### src/rtl/mult_sequencer.sv
// Shift-add 32x32->64 multiply sequencer that borrows the shared ALU32Bit.
// Signed operands are reduced to magnitudes first; the product is negated at the end.
module mult_sequencer #(
  parameter logic [3:0] ALU_ADD = 4'b0010,
  parameter logic [3:0] ALU_SUB = 4'b0110
) (
  input  logic        Clk,
  input  logic        Reset,
  input  logic        Start,
  input  logic        Signed,
  input  logic [31:0] OpA,
  input  logic [31:0] OpB,
  input  logic [31:0] ALUResult,
  output logic [3:0]  ALUControl,
  output logic [31:0] ALU_A,
  output logic [31:0] ALU_B,
  output logic        Busy,
  output logic        Done,
  output logic [31:0] Hi,
  output logic [31:0] Lo
);

  typedef enum logic [2:0] {IDLE, ABS_A, ABS_B, STEP, FIX, DONE} state_t;

  state_t      state_q, state_d;
  logic [31:0] a_q, a_d, b_q, b_d, m_q, m_d, hi_q, hi_d, lo_q, lo_d;
  logic [4:0]  cnt_q, cnt_d;
  logic        sgn_q, sgn_d, neg_q, neg_d, busy_q, busy_d, done_q, done_d;
  logic        carry;
  logic [63:0] neg_prod;

  always_comb begin
    ALUControl = ALU_ADD;
    ALU_A      = '0;
    ALU_B      = '0;
    case (state_q)
      ABS_A: begin ALUControl = ALU_SUB; ALU_B = a_q; end
      ABS_B: begin ALUControl = ALU_SUB; ALU_B = b_q; end
      STEP:  begin ALU_A = hi_q; ALU_B = lo_q[0] ? m_q : '0; end
      default: ;
    endcase
  end

  // Carry out of the ALU add recovered by unsigned wrap detection.
  assign carry    = (ALUResult < hi_q);
  assign neg_prod = ~{hi_q, lo_q} + 64'd1;

  always_comb begin
    state_d = state_q;
    a_d     = a_q;
    b_d     = b_q;
    m_d     = m_q;
    hi_d    = hi_q;
    lo_d    = lo_q;
    cnt_d   = cnt_q;
    sgn_d   = sgn_q;
    neg_d   = neg_q;
    case (state_q)
      IDLE: if (Start) begin
        a_d     = OpA;
        b_d     = OpB;
        sgn_d   = Signed;
        neg_d   = Signed & (OpA[31] ^ OpB[31]);
        hi_d    = '0;
        cnt_d   = '0;
        state_d = ABS_A;
      end
      ABS_A: begin
        m_d     = (sgn_q & a_q[31]) ? ALUResult : a_q;
        state_d = ABS_B;
      end
      ABS_B: begin
        lo_d    = (sgn_q & b_q[31]) ? ALUResult : b_q;
        state_d = STEP;
      end
      STEP: begin
        hi_d  = {carry, ALUResult[31:1]};
        lo_d  = {ALUResult[0], lo_q[31:1]};
        cnt_d = cnt_q + 5'd1;
        if (cnt_q == 5'd31) state_d = FIX;
      end
      FIX: begin
        if (neg_q) {hi_d, lo_d} = neg_prod;
        state_d = DONE;
      end
      DONE:    state_d = IDLE;
      default: state_d = IDLE;
    endcase
    busy_d = (state_d != IDLE);
    done_d = (state_d == DONE);
  end

  always_ff @(posedge Clk or posedge Reset) begin
    if (Reset) begin
      state_q <= IDLE;
      a_q     <= '0;
      b_q     <= '0;
      m_q     <= '0;
      hi_q    <= '0;
      lo_q    <= '0;
      cnt_q   <= '0;
      sgn_q   <= 1'b0;
      neg_q   <= 1'b0;
      busy_q  <= 1'b0;
      done_q  <= 1'b0;
    end else begin
      state_q <= state_d;
      a_q     <= a_d;
      b_q     <= b_d;
      m_q     <= m_d;
      hi_q    <= hi_d;
      lo_q    <= lo_d;
      cnt_q   <= cnt_d;
      sgn_q   <= sgn_d;
      neg_q   <= neg_d;
      busy_q  <= busy_d;
      done_q  <= done_d;
    end
  end

  assign Busy = busy_q;
  assign Done = done_q;
  assign Hi   = hi_q;
  assign Lo   = lo_q;

endmodule

### config.mk
export PLATFORM = sky130hd
export DESIGN_NAME = mult_sequencer
export DESIGN_NICKNAME = d
export VERILOG_FILES = /design/src/rtl/mult_sequencer.sv
export SDC_FILE = /design/constraint.sdc
export NUM_CORES = 1
export LEC_CHECK = 0
export BUFFER_PORTS_ARGS = -buffer_cell sky130_fd_sc_hd__buf_2
export CORE_MARGIN = 2
export CORE_UTILIZATION = 25
export DETAILED_ROUTE_END_ITERATION = 10
export PLACE_DENSITY_LB_ADDON = 0.15
export SLEW_MARGIN = 20
export SYNTH_ARGS = -nofsm -noshare
export SYNTH_HDL_FRONTEND = slang
export SYNTH_SLANG_ARGS = --single-unit
export TNS_END_PERCENT = 5
### constraint.sdc
create_clock -name Clk -period 11.5 [get_ports Clk]
set_clock_uncertainty 0.15 [all_clocks]
set_input_delay 0.575 -clock Clk [delete_from_list [all_inputs] [get_ports Clk]]
set_output_delay 0.575 -clock Clk [all_outputs]
set_load 0.02 [all_outputs]
==> impl_metrics.yaml, run 1 <==
setup_path:
  crit_path_cell_trace: "or3b_2 > buf_4 > inv_1 > buf_4 > nand2_1 > nand2_1 > o21ai_0 > a22o_1"
  cp_data_required_time_ps: 11690
  max_stage_delay_ps: 730
  path_max_fanout: 66
  start_kind: "register"
  startpoint: "state_q[2]$_DFF_PP0_"
  cp_slowest_cell: "nand2_1"
  regToRegStartpoint: "state_q[2]$_DFF_PP0_"
  critPathKind: "reg -> reg"
  r2r_cells: 8
  crit_arrival_ps: 4210
  cp-end-kind: "register"
finish:
  multi_input_area_mm2: 0.005509
  drive_above_1_share: 0.2675
  seqCellArea_mm2: 0.004304
  area_growth_pct: 21.05
  final_cells: 1891
  fillers: 4363
  nNetsFinal: 1478
logic_synthesis:
  yosysSeqAreaShare: 0.4126
  synth_common_cells: "dfrtp_1, nor2_1, nand2_1"
  yosys-top-cells-area: "dfrtp_1, mux2_2, nor2_1"
  avgSynthCellArea_um2: 8.963
  synth_most_common_cell: "dfrtp_1"
  ys.flop_type: "dfrtp_1"
  syn_inst: 1164
  ys_ff_latch: 172
  netlist_area_mm2: 0.01043
  synth_edf_count: 0
  yosysUniqueCellTypes: 66
  yosysTopAreaCellShare: 0.4126
  post-synth-top-area-cell: "dfrtp_1"
  yosysWarnings: 0
  ys_async_sr_fraction: 1.000
route:
  drt_iter0_markers: 726
  drtPass1Iterations: 7
  vias_per_cell: 5.326
  wl_per_cell_um: 22.61
  final_antenna_net_count: 0
  vias: 10070
  totalWireLength_um: 42750
  drcViolationCount: 0
grt:
  gr-total-overflow: 0
  grt_max_degree: 74
  antenna_found_initial: 4
  grt_pass1_wl_um: 63890
  grt_pass1_vias: 9566
  track_usage: 0.1956
timing:
  maxSlewViolCount: 0
  slew_headroom: 0.2820
  min_period_ps: 4015
  finalSetupViolations: 0
  fmax_mhz: 249.1
  hold_violations: 0
  setup-tns-final_ps: 0
  worst_slack_ps: 7485
  timing.final.crit_share: 0.3491
  max_slew.worst_pin.slew_ps: 1074
  rsz0062_at_grt: "no"
clocking:
  clk_pin_slew_ps: 70
  postCtsHoldBufs: 0
  htreeDepth: 4
  cts_root_buffer: "clkbuf_16"
  insertion_delay_ps: 450
  cts_num_sinks: 172
  post_cts_buffers: 0
  cts_tree: "yes"
  cts_buffers: 17
  cts_resized: 0
  clock_path_buffers: 2
die:
  die_area_mm2: 0.04338
  core-area_mm2: 0.04102
  rows: 74
  die_h_um: 208.3
  die_w_um: 208.3
  io_pins: 234
  start_util: 0.2543
run:
  maxCapViolations: 0
power_and_ir_drop:
  power.density_mw_per_mm2: 252.4
  leakage_nw: 5.901
  ir_drop_uv: 121.5
placed_design:
  dp_slack_ps: 7534
  gp_congestion: 0.8286
  port_buffers: 230
  post-place-cells: 1857
  hpwl_um: 31160
worst_hold_path:
  holdCritPathClass: "in -> async"
outcome:
  status: "finished clean"
state kept, by name (all words and copies together) (netlist names), 3 cells and up:
register  flops
Hi           32
Lo           32
a_q          32
b_q          32
cnt_q         5
m_q          32
state_q       3
stage by stage:
stage                       util  hold slack [ps]  cell area, um2  power (mW)
after global routing      0.3078            128.4           12620       3.402
after detailed placement  0.2935            328.4           12040       2.601
after floorplan                -            292.9           10440       1.993
after global placement    0.2935            326.4           12040       2.588
final                     0.3079            73.38           12630       3.187
after CTS                 0.3078            88.15           12620       3.212
cell usage in the layout, fill, tap and decap left out, drive strengths merged, types with 6 or more instances in the layout:
| master | netlist | final |
|---|---|---|
| nand3 | 21 | 21 |
| nor3 | 42 | 42 |
| mux2i | 42 | 42 |
| inv | 75 | 80 |
| clkbuf | 65 | 17 |
| nor2 | 123 | 123 |
| or3 | 11 | 11 |
| ha | 34 | 34 |
| a222oi | 34 | 34 |
| a211oi | 8 | 8 |
| and2 | 6 | 6 |
| nor4 | 23 | 23 |
| o31a | 6 | 6 |
| buf | 21 | 246 |
| a221oi | 21 | 21 |
| a22oi | 13 | 13 |
| a31oi | 8 | 8 |
| and3 | 7 | 7 |
| o21ai | 72 | 72 |
| a211o | 12 | 12 |
| o22ai | 9 | 9 |
| mux2 | 65 | 65 |
| or4 | 8 | 8 |
| dfrtp | 172 | 172 |
| nand2 | 104 | 104 |
| nand4 | 16 | 16 |
| a21oi | 83 | 83 |
worst max-delay path, delay by kind of cell (launching register included):
kind / cells / cell delay (ps)
compound gates: 2 / 450
buf+inv: 3 / 840
simple gates: 3 / 1810
flops: 1 / 570
path summary, 6_finish.rpt:
| kind | slack, ps | to |
|---|---|---|
| hold reg to reg | 340 | cnt_q[3]$_DFFE_PP0P_ |
| hold / removal | 70 | Lo[11]$_DFFE_PP0P_ |
| setup / recovery | 7490 | Lo[29]$_DFFE_PP0P_ |
| min in group Clk | 200 | b_q[29]$_DFFE_PP0P_ |
| max in group asynchronous | 9090 | m_q[8]$_DFFE_PP0N_ |
| setup reg to reg | 7490 | Lo[29]$_DFFE_PP0P_ |
kinds of logic after synthesis:
kind of cell,share of synthesized area
muxes,0.1105
adders and majority gates,0.04078
other,0.0007199
and+or+nand+nor,0.1752
AOI/OAI and AO/OA,0.1957
DFF,0.4126
xor gates and xnor gates,0.002519
buffers and inverters,0.06201
layer usage:
metal  GRT usage  share of wire  wire length (um)  up-vias
met2      0.2868           0.44             18690      335
met4     0.04366          0.014               586        4
met5           0        0.00063                27        -
li1            -              -                 -     4663
met3     0.03351          0.053              2266       37
met1      0.2966           0.50             21180     5033
cell type report:
class                           count  area share
Multi-Input combinational cell    832      0.4362
Sequential cell                   172      0.3408
Timing Repair Buffer              246      0.1007
Tap cell                          532     0.05271
Clock buffer                       17     0.03369
Inverter                           75     0.02269
Clock inverter                     15     0.01278
Antenna cell                        2   0.0003963
power by group:
group          internal, mW  total, mW  leakage [nW]  switching, mW
sequential            0.802       1.08          2.07          0.277
clock                 0.324      0.602         0.282          0.279
combinational         0.529       1.51          3.55          0.977
(Power assumes the default switching activity.)
==> run 2: changes to the inputs <==
- clock period: 11.5 -> 3.3 ns (I/O delays scaled with it)
==> run 2 against run 1 <==
Clock power grew to 3.4 times the previous value. Setup slack lost 7200 ps. Register-to-register slack got worse by 7200 ps. Sequential share of layout area down 3.2 points. Die area unchanged. Count of clock-buffer cells in the layout rose by 1. Core utilization is 3.2 points higher. Via count grew 4.9%. Design area is 11% higher. Critical path depth is 1 higher. Global-route usage is 0.50 points higher. Critical endpoint is now Hi[4]$_DFFE_PP0P_. Largest cell class unchanged. Highest routed layer is now met4.
==> impl_metrics.yaml, run 2 (synthesis gave the netlist of run 1 again) <==
route:
  vias_per_cell: 5.224
  drcViolationCount: 0
  final_antenna_net_count: 0
  drt_iter0_markers: 754
  drtPass1Iterations: 7
  totalWireLength_um: 43820
  wl_per_cell_um: 21.66
  vias: 10570
timing:
  fmax_mhz: 328.3
  worst_slack_ps: 254.3
  rsz0062_at_grt: "no"
  hold_violations: 0
  timing.final.crit_share: 0.9230
  maxSlewViolCount: 0
  slew_headroom: 0.3117
  timing.hold.ws_ps: 303.5
  finalSetupViolations: 0
  max_slew.worst_pin.slew_ps: 1033
  min_period_ps: 3046
  setup-tns-final_ps: 0
power_and_ir_drop:
  p_total_mw: 11.32
  leakage_nw: 6.488
  power.density_mw_per_mm2: 811.5
  ir_drop_uv: 393.9
finish:
  fillers: 4307
  multi_input_area_mm2: 0.005519
  final_core_util: 0.3402
  final_cells: 2023
  nNetsFinal: 1611
  drive_above_1_share: 0.2664
  seqCellArea_mm2: 0.004304
  mostFrequentLayoutCell: "buf_2"
  layout_common_cells: "buf_2, dfrtp_1, nor2_1, nand2_1, dlygate4sd3_1"
  stdcell_area_mm2: 0.01395
  area_growth_pct: 33.76
die:
  die_area_mm2: 0.04338
  start_util: 0.2543
  die_h_um: 208.3
  io_pins: 234
  rows: 74
  die_w_um: 208.3
  core-area_mm2: 0.04102
clocking:
  post_cts_buffers: 0
  postCtsHoldBufs: 99
  clk_pin_slew_ps: 70
  cts_root_buffer: "clkbuf_16"
  htreeDepth: 4
  insertion_delay_ps: 450
  cts_buffers: 17
  clock_path_buffers: 2
  cts_tree: "yes"
  cts_resized: 0
  cts_num_sinks: 172
setup_path:
  r2r_cells: 9
  cp_data_required_time_ps: 3530
  path_max_fanout: 15
  cp-end-kind: "register"
  start_kind: "register"
  crit_arrival_ps: 3280
  critPathKind: "reg -> reg"
placed_design:
  gp_congestion: 0.8154
  port_buffers: 230
  hpwl_um: 32480
  post-place-cells: 1891
  dp_slack_ps: 276.1
  placed_cell_area_mm2: 0.01238
grt:
  grt_pass1_vias: 10310
  antenna_found_initial: 1
  gr-total-overflow: 0
  track_usage: 0.2006
  grt_pass1_wl_um: 66080
  grt_max_degree: 97
outcome:
  status: "finished clean"
run:
  maxCapViolations: 0
worst_hold_path:
  holdCritPathClass: "in -> async"
run 2: changes by cell type in the layout (fill, tap and decap cells not counted), sizes merged:
cell         previous run  this run
dlygate4sd3             0        99
buf                   246       280
clkinv                  5         3
clkinvlp                3         5
bufinv                  2         1
clkbuf                 17        18
diode                   2         1
run 2: layout make-up:
type,count,share of cell area
Multi-Input combinational cell,832,0.3955
Inverter,75,0.02044
Clock buffer,18,0.03147
Tap cell,532,0.04770
Clock inverter,14,0.009594
Sequential cell,172,0.3084
Antenna cell,1,0.0001793
Timing Repair Buffer,379,0.1867
run 2: final timing paths:
kind | startpoint | endpoint | slack [ps]
worst max-delay path | Lo[0]$_DFFE_PP0P_ | Hi[4]$_DFFE_PP0P_ | 250
worst min-delay path | Reset | m_q[6]$_DFFE_PP0N_ | 300
worst max register to register | Lo[0]$_DFFE_PP0P_ | Hi[4]$_DFFE_PP0P_ | 250
worst min register to register | cnt_q[3]$_DFFE_PP0P_ | cnt_q[3]$_DFFE_PP0P_ | 340
max in group asynchronous | Reset | cnt_q[4]$_DFFE_PP0P_ | 1930
min in group Clk | OpA[11] | a_q[11]$_DFFE_PP0P_ | 320
run 2: power breakdown:
group          switching (mW)  total, mW  internal, mW
registers               0.882       3.68          2.80
clock network           0.976       2.05          1.07
logic                    3.54       5.59          2.06
run 2: worst max-delay path, stage by stage (launching register included):
cell and delay [ps]:
dfrtp_1 410, inv_1 110, ha_1 210, or4b_1 490
or4_4 480, nor4_4 260, buf_4 260, nand3_1 150
o311a_1 320, o21ai_1 130
run 2: metal layers:
layer,part of all wire,track usage,vias up
li1,-,-,4913
met4,0.015,0.05061,0
met3,0.058,0.03140,35
met5,0,0,-
met1,0.48,0.2925,5232
met2,0.45,0.3080,389
==> run 3: changes to the inputs <==
- ABC_AREA: not set -> 1
- SKIP_LAST_GASP: not set -> 1
==> run 3 against run 2 <==
Clock power is 6% higher. Register-to-register slack better by 450 ps. Via count increased by 18%. Power grew 26%. Global-route usage grew 2.9 points. Sequential power rose by 16%. Flip-flop and latch count unchanged. Synthesized cell count increased by 39%. Worst hold slack lost 90 ps. Largest power group unchanged.
==> impl_metrics.yaml, run 3 <==
setup_path:
  max_stage_delay_ps: 420
  cp-end-kind: "output pin"
  cp_common_cell: "inv_1"
  regToRegStartpoint: "state_q[2]$_DFF_PP0_"
  reg2reg_to: "Lo[1]$_DFFE_PP0P_"
  cp_slowest_cell: "dfrtp_1"
  crit_path_cell_trace: "inv_1 > nand2_1 > inv_1 > nand2_2 > nor2_2 > buf_4 > a22oi_1 > o21ai_0 > buf_2"
  start_kind: "register"
  reg2reg_slack_ps: 700
  crit_arrival_ps: 2640
  critPathKind: "reg -> out"
  r2r_cells: 9
  path_max_fanout: 32
  cp_data_required_time_ps: 2980
grt:
  grt_max_degree: 114
  grt_pass1_vias: 12240
  grt_pass1_wl_um: 80080
  gr-total-overflow: 0
  track_usage: 0.2301
  antenna_found_initial: 1
logic_synthesis:
  ys.flop_type: "dfrtp_1"
  syn_inst: 1622
  avgSynthCellArea_um2: 6.841
  ys_async_sr_fraction: 1.000
  ys_ff_latch: 172
  netlist_area_mm2: 0.01110
  synth_edf_count: 0
  yosys-top-cells-area: "dfrtp_1, nand2_1, nor2_1"
  synth_most_common_cell: "nand2_1"
  yosysSeqAreaShare: 0.3879
  yosysTopAreaCellShare: 0.3879
  yosysUniqueCellTypes: 44
  yosysWarnings: 0
  synth_common_cells: "nand2_1, nor2_1, dfrtp_1"
  post-synth-top-area-cell: "dfrtp_1"
clocking:
  cts_root_buffer: "clkbuf_16"
  cts_resized: 0
  cts_num_sinks: 172
  cts_tree: "yes"
  cts_buffers: 17
  htreeDepth: 4
  clk_pin_slew_ps: 70
  insertion_delay_ps: 450
  clock_path_buffers: 2
route:
  final_antenna_net_count: 0
  vias_per_cell: 4.960
  vias: 12500
  drcViolationCount: 0
  wl_per_cell_um: 21.30
  totalWireLength_um: 53670
  drtPass1Iterations: 5
  drt_iter0_markers: 1053
power_and_ir_drop:
  pwr-share-comb: 0.548
  ir_drop_uv: 438.6
  leakage_nw: 6.708
  switching_share: 0.5287
  clkPwrFrac: 0.153
  seqPwrFrac: 0.300
  internal_power_mw: 6.715
  p_sw_mw: 7.533
  power.density_mw_per_mm2: 986.3
  p_total_mw: 14.25
run:
  maxCapViolations: 0
placed_design:
  hpwl_um: 40040
  dp_slack_ps: 737.4
  placed_cell_area_mm2: 0.01286
  gp_congestion: 0.9206
  port_buffers: 230
die:
  start_util: 0.2520
  rows: 77
  die_w_um: 214.7
  die_h_um: 214.7
  core-area_mm2: 0.04403
  die_area_mm2: 0.04609
  io_pins: 234
timing:
  finalSetupViolations: 0
  rsz0062_at_grt: "no"
  timing.hold.ws_ps: 213.3
  fmax_mhz: 338.8
  min_period_ps: 2952
  maxSlewViolCount: 0
  hold_violations: 0
  timing.final.crit_share: 0.8945
  slew_headroom: 0.3048
  worst_slack_ps: 348.2
  max_slew.worst_pin.slew_ps: 1036
  setup-tns-final_ps: 0
finish:
  mostFrequentLayoutCell: "nand2_1"
  layout_common_cells: "nand2_1, buf_2, nor2_1, dfrtp_1, a21oi_1"
  drive_above_1_share: 0.1598
  nNetsFinal: 2050
  area_growth_pct: 30.18
  stdcell_area_mm2: 0.01445
outcome:
  status: "finished clean"
worst_hold_path:
  holdCritPathClass: "in -> async"
-- run 3: cell types whose count changed after synthesis, moves of 29 or more --
cell      delta
nand3_1     +81
nand2_1    +369
nor3_1      -32
mux2i_1     -42
nor2_1      +86
mux2_2      -65
inv_1       +56
a222oi_1    -34
a21oi_1     +70
a22oi_1     +32
o21ai_0     +29
-- run 3: power groups by stage --
| stage | Combinational, mW | Clock, mW | Sequential (mW) |
|---|---|---|---|
| 6_report | 7.80 | 2.18 | 4.27 |
| 5_1_grt | 8.58 | 2.28 | 4.41 |
| 4_1_cts | 7.80 | 2.21 | 4.26 |
| 3_5_place_dp | 7.69 | 0 | 4.29 |
| 3_3_place_gp | 7.63 | 0 | 4.29 |
| 2_1_floorplan | 4.48 | 0 | 4.33 |
-- run 3: how the worst max path moves through the flow --
stage,start,end,slack (ps)
floorplan,Reset,Busy$_DFF_PP0_,790
global placement,state_q[0]$_DFF_PP0_,Lo[16]$_DFFE_PP0P_,810
detailed placement,state_q[2]$_DFF_PP0_,Lo[1]$_DFFE_PP0P_,740
CTS,state_q[2]$_DFF_PP0_,ALU_B[26],350
global route,state_q[2]$_DFF_PP0_,ALU_B[24],190
finish,state_q[2]$_DFF_PP0_,ALU_B[22],350
-- run 3: final cells by class --
type                       instances  area [um2]
fill                            4857       29580
timing repair buffer             349        2302
clock buffer                      20       456.7
sequential                       172        4304
tap                              592       740.7
clock inverter                    10       141.4
multi-input combinational       1234        5962
inverter                         142       536.8
antenna                            1       2.502
-- run 3: per-stage QoR --
step	util	std cells
3_3_place_gp	0.2922	2391
3_5_place_dp	0.2922	2391
2_1_floorplan	-	1623
6_report	0.3281	2520
4_1_cts	0.3281	2519
5_1_grt	0.3281	2519
-- run 3: per-layer routing --
| layer | vias to the layer above | routed length, um | GRT usage |
|---|---|---|---|
| met4 | 0 | 1163 | 0.06250 |
| met1 | 6071 | 25410 | 0.3305 |
| met5 | - | 0 | 0 |
| li1 | 5944 | - | - |
| met3 | 58 | 3507 | 0.04539 |
| met2 | 426 | 23580 | 0.3499 |
-- run 3: worst max-delay path, delay by kind of cell, from the launching register on --
kind                   cells  cell delay [ps]
AOI/OAI and AO/OA          2              290
buffers and inverters      4              840
DFF                        1              420
and+or+nand+nor            3              600
-- run 3: what timing repair did --
item                      in CTS  in global routing
hold endpoints to repair     296                  0
buffers inserted               0                  0
hold buffers                  98                  0
-- run 3: logic make-up (layout without fill, tap and decap cells) --
group / Yosys count / in the layout / synth area share
XOR/XNOR: 2 / 2 / 0.001579
flip-flops: 172 / 172 / 0.3879
AO/OA/AOI/OAI: 361 / 361 / 0.1875
AND/OR/NAND/NOR: 834 / 834 / 0.3077
adder cells (fa/ha/maj): 34 / 34 / 0.03834
buffers and inverters: 217 / 521 / 0.07633
other: 2 / 4 / 0.0006768
